### config.mk
export PLATFORM = sky130hd
export DESIGN_NAME = disp_page_sched_flat
export DESIGN_NICKNAME = d
export VERILOG_FILES = /design/src/rtl/disp_page_sched_pkg.sv /design/src/rtl/disp_page_sched_if.sv /design/src/rtl/disp_page_sched_ms_tick_gen.sv /design/src/rtl/disp_page_sched.sv /design/src/flat_wrapper.sv
export SDC_FILE = /design/constraint.sdc
export NUM_CORES = 1
export LEC_CHECK = 0
export BUFFER_PORTS_ARGS = -buffer_cell sky130_fd_sc_hd__buf_2
export CAP_MARGIN = 20
export CORE_UTILIZATION = 50
export CTS_CLUSTER_DIAMETER = 40
export DETAILED_ROUTE_END_ITERATION = 8
export PLACE_DENSITY_LB_ADDON = 0.3
export SYNTH_ARGS = -nofsm -noshare
export SYNTH_HDL_FRONTEND = slang
export SYNTH_SLANG_ARGS = --single-unit
### constraint.sdc
create_clock -name Clk -period 3.2 [get_ports Clk]
set_input_delay 0.48 -clock Clk [delete_from_list [all_inputs] [get_ports Clk]]
set_output_delay 0.48 -clock Clk [all_outputs]
set_load 0.05 [all_outputs]
### src/rtl/disp_page_sched_pkg.sv
// Shared encodings for the display page scheduler: page states, page-indicator
// codes driven on point_2, and the default all-blank digit pattern.
package disp_sched_pkg;

  typedef enum logic [1:0] {
    S_FREQ  = 2'd0,
    S_RANGE = 2'd1,
    S_MSG   = 2'd2
  } page_e;

  localparam logic [2:0] IND_FREQ  = 3'd0;
  localparam logic [2:0] IND_RANGE = 3'd1;
  localparam logic [2:0] IND_MSG   = 3'd2;

  localparam logic [31:0] BLANK_DEFAULT = 32'hFFFF_FFFF;

  function automatic logic [2:0] page_ind(page_e p);
    case (p)
      S_RANGE: page_ind = IND_RANGE;
      S_MSG:   page_ind = IND_MSG;
      default: page_ind = IND_FREQ;
    endcase
  endfunction

endpackage

### src/rtl/disp_page_sched_if.sv
// Source/display bundle of the page scheduler. master = requesters and display
// driver side, slave = the scheduler itself.
interface disp_page_sched_if;
  // Handshake: *_valid and msg_req are single-cycle strobes that are always
  // accepted (no ready); msg_ack pulses for one cycle after msg_req is sampled.
  logic [31:0] freq_data;
  logic [2:0]  freq_point;
  logic        freq_valid;
  logic [31:0] range_data;
  logic [2:0]  range_point;
  logic        range_valid;
  logic [31:0] msg_data;
  logic        msg_req;
  logic        msg_ack;
  logic        hold;
  logic [31:0] Disp_Data;
  logic [2:0]  point_1;
  logic [2:0]  point_2;
  logic [1:0]  page;

  modport master (
    output freq_data, freq_point, freq_valid,
    output range_data, range_point, range_valid,
    output msg_data, msg_req, hold,
    input  msg_ack, Disp_Data, point_1, point_2, page
  );

  modport slave (
    input  freq_data, freq_point, freq_valid,
    input  range_data, range_point, range_valid,
    input  msg_data, msg_req, hold,
    output msg_ack, Disp_Data, point_1, point_2, page
  );
endinterface

### src/rtl/disp_page_sched_ms_tick_gen.sv
// Free-running millisecond prescaler: tick is high for one Clk cycle out of
// every CLK_HZ/1000. Only Reset_n restarts it.
module ms_tick_gen #(
  parameter int CLK_HZ = 50_000_000
) (
  input  logic Clk,
  input  logic Reset_n,
  output logic tick
);
  localparam int DIV = CLK_HZ / 1000;
  localparam int W   = (DIV > 1) ? $clog2(DIV) : 1;
  localparam logic [W-1:0] LAST = W'(DIV - 1);

  logic [W-1:0] cnt;

  always_ff @(posedge Clk) begin
    if (!Reset_n) begin
      cnt <= '0;
    end else if (cnt == LAST) begin
      cnt <= '0;
    end else begin
      cnt <= cnt + 1'b1;
    end
  end

  assign tick = (cnt == LAST);

endmodule

### src/rtl/disp_page_sched.sv
// Time-slices the frequency and range pages onto the shared display path and
// pre-empts them with a blinking, timed status message.
module disp_page_sched
  import disp_sched_pkg::*;
#(
  parameter int          CLK_HZ     = 50_000_000,
  parameter int          PAGE_MS    = 2000,
  parameter int          MSG_MS     = 3000,
  parameter int          BLINK_MS   = 250,
  parameter logic [31:0] BLANK_CODE = BLANK_DEFAULT
) (
  input logic             Clk,
  input logic             Reset_n,
  disp_page_sched_if.slave bus
);
  localparam logic [15:0] PAGE_LAST  = 16'(PAGE_MS - 1);
  localparam logic [15:0] MSG_LAST   = 16'(MSG_MS - 1);
  localparam logic [15:0] BLINK_LAST = 16'(BLINK_MS - 1);

  page_e       state;
  page_e       ret_page;
  logic [15:0] page_cnt;
  logic [15:0] msg_cnt;
  logic [15:0] blink_cnt;
  logic        blink_phase;
  logic        tick;

  logic [31:0] freq_snap;
  logic [31:0] range_snap;
  logic [31:0] msg_snap;
  logic [2:0]  freq_pt;
  logic [2:0]  range_pt;

  logic [31:0] data_nxt;
  logic [2:0]  pt1_nxt;
  logic [2:0]  pt2_nxt;

  ms_tick_gen #(.CLK_HZ(CLK_HZ)) u_tick (
    .Clk     (Clk),
    .Reset_n (Reset_n),
    .tick    (tick)
  );

  // Measurement snapshots follow their strobes in every page, message included.
  always_ff @(posedge Clk) begin
    if (!Reset_n) begin
      freq_snap  <= '0;
      freq_pt    <= '0;
      range_snap <= '0;
      range_pt   <= '0;
    end else begin
      if (bus.freq_valid) begin
        freq_snap <= bus.freq_data;
        freq_pt   <= bus.freq_point;
      end
      if (bus.range_valid) begin
        range_snap <= bus.range_data;
        range_pt   <= bus.range_point;
      end
    end
  end

  always_ff @(posedge Clk) begin
    if (!Reset_n) begin
      state       <= S_FREQ;
      ret_page    <= S_FREQ;
      page_cnt    <= '0;
      msg_cnt     <= '0;
      blink_cnt   <= '0;
      blink_phase <= 1'b0;
      msg_snap    <= '0;
      bus.msg_ack <= 1'b0;
    end else begin
      bus.msg_ack <= bus.msg_req;
      if (bus.msg_req) begin
        // A request beats any same-cycle timeout or expiry; re-requests keep ret_page.
        msg_snap    <= bus.msg_data;
        msg_cnt     <= '0;
        blink_cnt   <= '0;
        blink_phase <= 1'b0;
        if (state != S_MSG) ret_page <= state;
        state <= S_MSG;
      end else begin
        case (state)
          S_FREQ, S_RANGE: begin
            if (tick && !bus.hold) begin
              if (page_cnt == PAGE_LAST) begin
                state    <= (state == S_FREQ) ? S_RANGE : S_FREQ;
                page_cnt <= '0;
              end else begin
                page_cnt <= page_cnt + 16'd1;
              end
            end
          end
          S_MSG: begin
            if (tick) begin
              if (msg_cnt == MSG_LAST) begin
                state    <= ret_page;
                page_cnt <= '0;
              end else begin
                msg_cnt <= msg_cnt + 16'd1;
              end
              if (blink_cnt == BLINK_LAST) begin
                blink_phase <= ~blink_phase;
                blink_cnt   <= '0;
              end else begin
                blink_cnt <= blink_cnt + 16'd1;
              end
            end
          end
          default: state <= S_FREQ;
        endcase
      end
    end
  end

  always_comb begin
    data_nxt = freq_snap;
    pt1_nxt  = freq_pt;
    pt2_nxt  = page_ind(state);
    case (state)
      S_RANGE: begin
        data_nxt = range_snap;
        pt1_nxt  = range_pt;
      end
      S_MSG: begin
        data_nxt = blink_phase ? BLANK_CODE : msg_snap;
        pt1_nxt  = 3'd0;
      end
      default: ;
    endcase
  end

  // Output stage registers whole snapshots so the HC595 chain never sees a torn word.
  always_ff @(posedge Clk) begin
    if (!Reset_n) begin
      bus.Disp_Data <= '0;
      bus.point_1   <= '0;
      bus.point_2   <= '0;
    end else begin
      bus.Disp_Data <= data_nxt;
      bus.point_1   <= pt1_nxt;
      bus.point_2   <= pt2_nxt;
    end
  end

  assign bus.page = state;

endmodule

### src/flat_wrapper.sv
// flat-port wrapper written by rule: the top's interface ports become plain ports
module disp_page_sched_flat import disp_sched_pkg::*;
#(
  parameter int          CLK_HZ     = 50_000_000,
  parameter int          PAGE_MS    = 2000,
  parameter int          MSG_MS     = 3000,
  parameter int          BLINK_MS   = 250,
  parameter logic [31:0] BLANK_CODE = BLANK_DEFAULT
)
  (Clk, Reset_n, bus_freq_data, bus_freq_point, bus_freq_valid, bus_range_data, bus_range_point, bus_range_valid, bus_msg_data, bus_msg_req, bus_hold, bus_msg_ack, bus_Disp_Data, bus_point_1, bus_point_2, bus_page);
  disp_page_sched_if bus_i ();
  input logic Clk;
  input logic Reset_n;
  input wire logic [$bits(bus_i.freq_data)-1:0] bus_freq_data;
  input wire logic [$bits(bus_i.freq_point)-1:0] bus_freq_point;
  input wire logic [$bits(bus_i.freq_valid)-1:0] bus_freq_valid;
  input wire logic [$bits(bus_i.range_data)-1:0] bus_range_data;
  input wire logic [$bits(bus_i.range_point)-1:0] bus_range_point;
  input wire logic [$bits(bus_i.range_valid)-1:0] bus_range_valid;
  input wire logic [$bits(bus_i.msg_data)-1:0] bus_msg_data;
  input wire logic [$bits(bus_i.msg_req)-1:0] bus_msg_req;
  input wire logic [$bits(bus_i.hold)-1:0] bus_hold;
  output wire logic [$bits(bus_i.msg_ack)-1:0] bus_msg_ack;
  output wire logic [$bits(bus_i.Disp_Data)-1:0] bus_Disp_Data;
  output wire logic [$bits(bus_i.point_1)-1:0] bus_point_1;
  output wire logic [$bits(bus_i.point_2)-1:0] bus_point_2;
  output wire logic [$bits(bus_i.page)-1:0] bus_page;
  assign bus_i.freq_data = bus_freq_data;
  assign bus_i.freq_point = bus_freq_point;
  assign bus_i.freq_valid = bus_freq_valid;
  assign bus_i.range_data = bus_range_data;
  assign bus_i.range_point = bus_range_point;
  assign bus_i.range_valid = bus_range_valid;
  assign bus_i.msg_data = bus_msg_data;
  assign bus_i.msg_req = bus_msg_req;
  assign bus_i.hold = bus_hold;
  assign bus_msg_ack = bus_i.msg_ack;
  assign bus_Disp_Data = bus_i.Disp_Data;
  assign bus_point_1 = bus_i.point_1;
  assign bus_point_2 = bus_i.point_2;
  assign bus_page = bus_i.page;
  disp_page_sched #(.CLK_HZ(CLK_HZ), .PAGE_MS(PAGE_MS), .MSG_MS(MSG_MS), .BLINK_MS(BLINK_MS), .BLANK_CODE(BLANK_CODE)) u_core (.Clk(Clk), .Reset_n(Reset_n), .bus(bus_i));
endmodule
==> reports/metrics.yaml <==
yosys-top-cells-area: "dfxtp_1 49%, mux2i_1 12%, nor2_1 6.2%, o21ai_0 5.6%, a31oi_1 2.5%"
wl_mm: 21.40
synth_top_area_share_pct: 48.51
clk_pin_slew_ns: 0.06
dr.pass1.iters: 5
min_period_ns: 2.794
gp_congestion: 0.8605
synth_edf_count: 0
ir_worst_vdd_mv: 0.6578
synth.distinct_cells: 53
cap_viol_max_count: 0
worstHoldPathType: "primary input to register"
post-route-period-util_pct: 87.30
synth.most_common_cell: "dfxtp_1"
crit_path_max_fanout: 15
cp_top_family: "simple AND/OR/NAND/NOR gates"
cpPeakStageDelay_ns: 0.58
grt_pass1_vias: 7153
num_io_pins: 149
grt-ovfl-total: 0
seqCellArea_um2: 4184
ctsHtreeMaxLevel: 1
worstSetupPathType: "register to register"
setup_viol: 0
tightestPinTransition_ns: 0.6906
hold_viol: 0
relSlewSlack_pct: 53.90
insertion_delay_ns: 0.55
synthCells: 949
cp.required_ns: 3.63
dp_hpwl_mm: 13.48
synth_nets: 1066
cts-buffers-inserted: 30
synth_top_area_cell: "dfxtp_1"
nets: 1199
multi_input_area_um2: 4113
cts_setup_buffers: 0
vias_per_cell: 5.601
core_um2: 16700
clk_root_buffer_cell: "clkbuf_16"
route.vias.total: 7427
cts_sinks: 209
crit_path_start_kind: "register"
ys_warn_count: 0
synthTopCellsByCount: "209 x dfxtp_1, 143 x nor2_1, 105 x mux2i_1, 97 x o21ai_0, 56 x nand2_1"
io_buffers: 147
cts_resized: 0
cp.arrival_ns: 3.23
path_buf_inv: 0
setup_tns_ns: 0
placementRows: 47
grt_usage_pct: 23.90
syn_area_um2: 8625
start_util_pct: 51.64
yosys_most_used_dff: "dfxtp_1"
dieArea_um2: 17780
power_w: 0.006881
status: "complete, no violations"
leakage_nw: 4.287
grt_first_pass_wirelength_mm: 34.80
cts_hold_buffers: 0
grt_start_max_net_pins: 71
fmax_mhz: 357.9
antenna_found_initial: 4
crit_chain: "or4b_4 > or4_4 > o21a_1 > or2_2 > o311a_1"
drive_gt1_share_pct: 21.74
slowest_stage: "or4_4"
ant_nets: 0
die_h_um: 133.3
drc_errors: 0
synth-seq-cells: 209
crit_path_end_kind: "register"
hold_slack_ns: 0.1655
postSynthAreaPerCell_um2: 9.088
drt_iter0_markers: 543
die-width_um: 133.3
p_per_area_nw_per_um2: 652.7
cts_tree: "yes"
utilization_pct: 63.13
async_reset_ff_share_pct: 0
fill_cells: 1418
syn_to_final_growth_pct: 22.24
rsz0062_at_grt: "no"
wl_per_cell_um: 16.14
finClkSkew_ns: 0.01710
slew_viol_final: 0
yosysSeqAreaShare_pct: 48.51
cts_max_path_buffers: 3
cells by family after synthesis:
family / synth area share (%)
adders and majority gates: 1.306
and+or+nand+nor: 18.63
DFF: 48.51
muxes: 12.19
other: 0.04348
buffers and inverters: 3.830
xor gates and xnor gates: 2.133
AOI/OAI and AO/OA: 13.36
cells in the final DEF (no fill, tap or decap), drive strengths merged, types with 17 or more instances in the layout:
cell type  count
a21oi         35
a31oi         34
buf          165
clkbuf        33
dfxtp        209
inv           22
mux2i        105
nand2         56
nand3         24
nand4         17
nor2         143
o21ai         97
or3           20
worst paths after layout:
kind | slack (ns) | startpoint | cells after the start | end
setup / recovery | 0.41 | u_core.u_tick.cnt[7]$_SDFF_PP0_ | 5 | u_core.page_cnt[7]$_SDFFE_PN0P_
hold / removal | 0.17 | bus_freq_data[25] | 3 | u_core.freq_snap[25]$_SDFFE_PN0P_
setup reg to reg | 0.41 | u_core.u_tick.cnt[7]$_SDFF_PP0_ | 5 | u_core.page_cnt[7]$_SDFFE_PN0P_
hold reg to reg | 0.45 | u_core.u_tick.cnt[0]$_SDFF_PP0_ | 1 | u_core.u_tick.cnt[0]$_SDFF_PP0_
metal layers:
metal / up-vias / share of wire (%) / track usage [%] / wire [um]
li1: 3644 / - / - / -
met1: 3488 / 45 / 30.53 / 9598
met2: 237 / 45 / 38.19 / 9588
met3: 54 / 7.4 / 7.268 / 1594
met4: 4 / 2.8 / 8.333 / 590
met5: - / 0.13 / 0 / 27
through the flow:
step	area, um^2	setup WS, ns	std cells
4_1_cts	10540	0.4256	1324
3_3_place_gp	9500	0.4679	1270
6_report	10540	0.4062	1326
2_1_floorplan	8625	0.6048	949
5_1_grt	10540	0.1864	1326
3_5_place_dp	9500	0.4311	1270
tightest hold or removal path, stage by stage:
cell,delay (ns)
buf_2,0.07
mux2i_1,0.05
nor2_1,0.07
registers in the layout, summed over array words and instances, names as in the netlist:
| name | flops |
|---|---|
| u_core.msg_snap | 32 |
| u_core.blink_cnt | 16 |
| u_core.bus.page | 2 |
| u_core.range_snap | 32 |
| u_core.u_tick.cnt | 16 |
| u_core.bus.point_1 | 3 |
| u_core.range_pt | 3 |
| u_core.msg_cnt | 16 |
| u_core.freq_pt | 3 |
| u_core.page_cnt | 16 |
| u_core.ret_page | 2 |
| u_core.bus.Disp_Data | 32 |
| u_core.bus.point_2 | 2 |
| u_core.freq_snap | 32 |
| u_core.blink_phase | 1 |
| u_core.bus.msg_ack | 1 |
where the power goes:
group / total (W) / internal, W / switching (W)
Sequential: 0.00280 / 0.00274 / 0.0000579
Clock: 0.00332 / 0.00203 / 0.00129
Combinational: 0.000762 / 0.000237 / 0.000525
Total: 0.00688 / 0.00501 / 0.00187
cell type report:
type / count / share of cell area (%)
multi-input cells: 661 / 39.01
clock inverters: 21 / 2.516
flip-flops and latches: 209 / 39.69
well taps: 220 / 2.611
clock buffers: 33 / 7.323
repair buffers: 165 / 8.260
diodes: 2 / 0.04747
inverters: 15 / 0.5459
No activity file was read; power rests on OpenSTA's default activity.
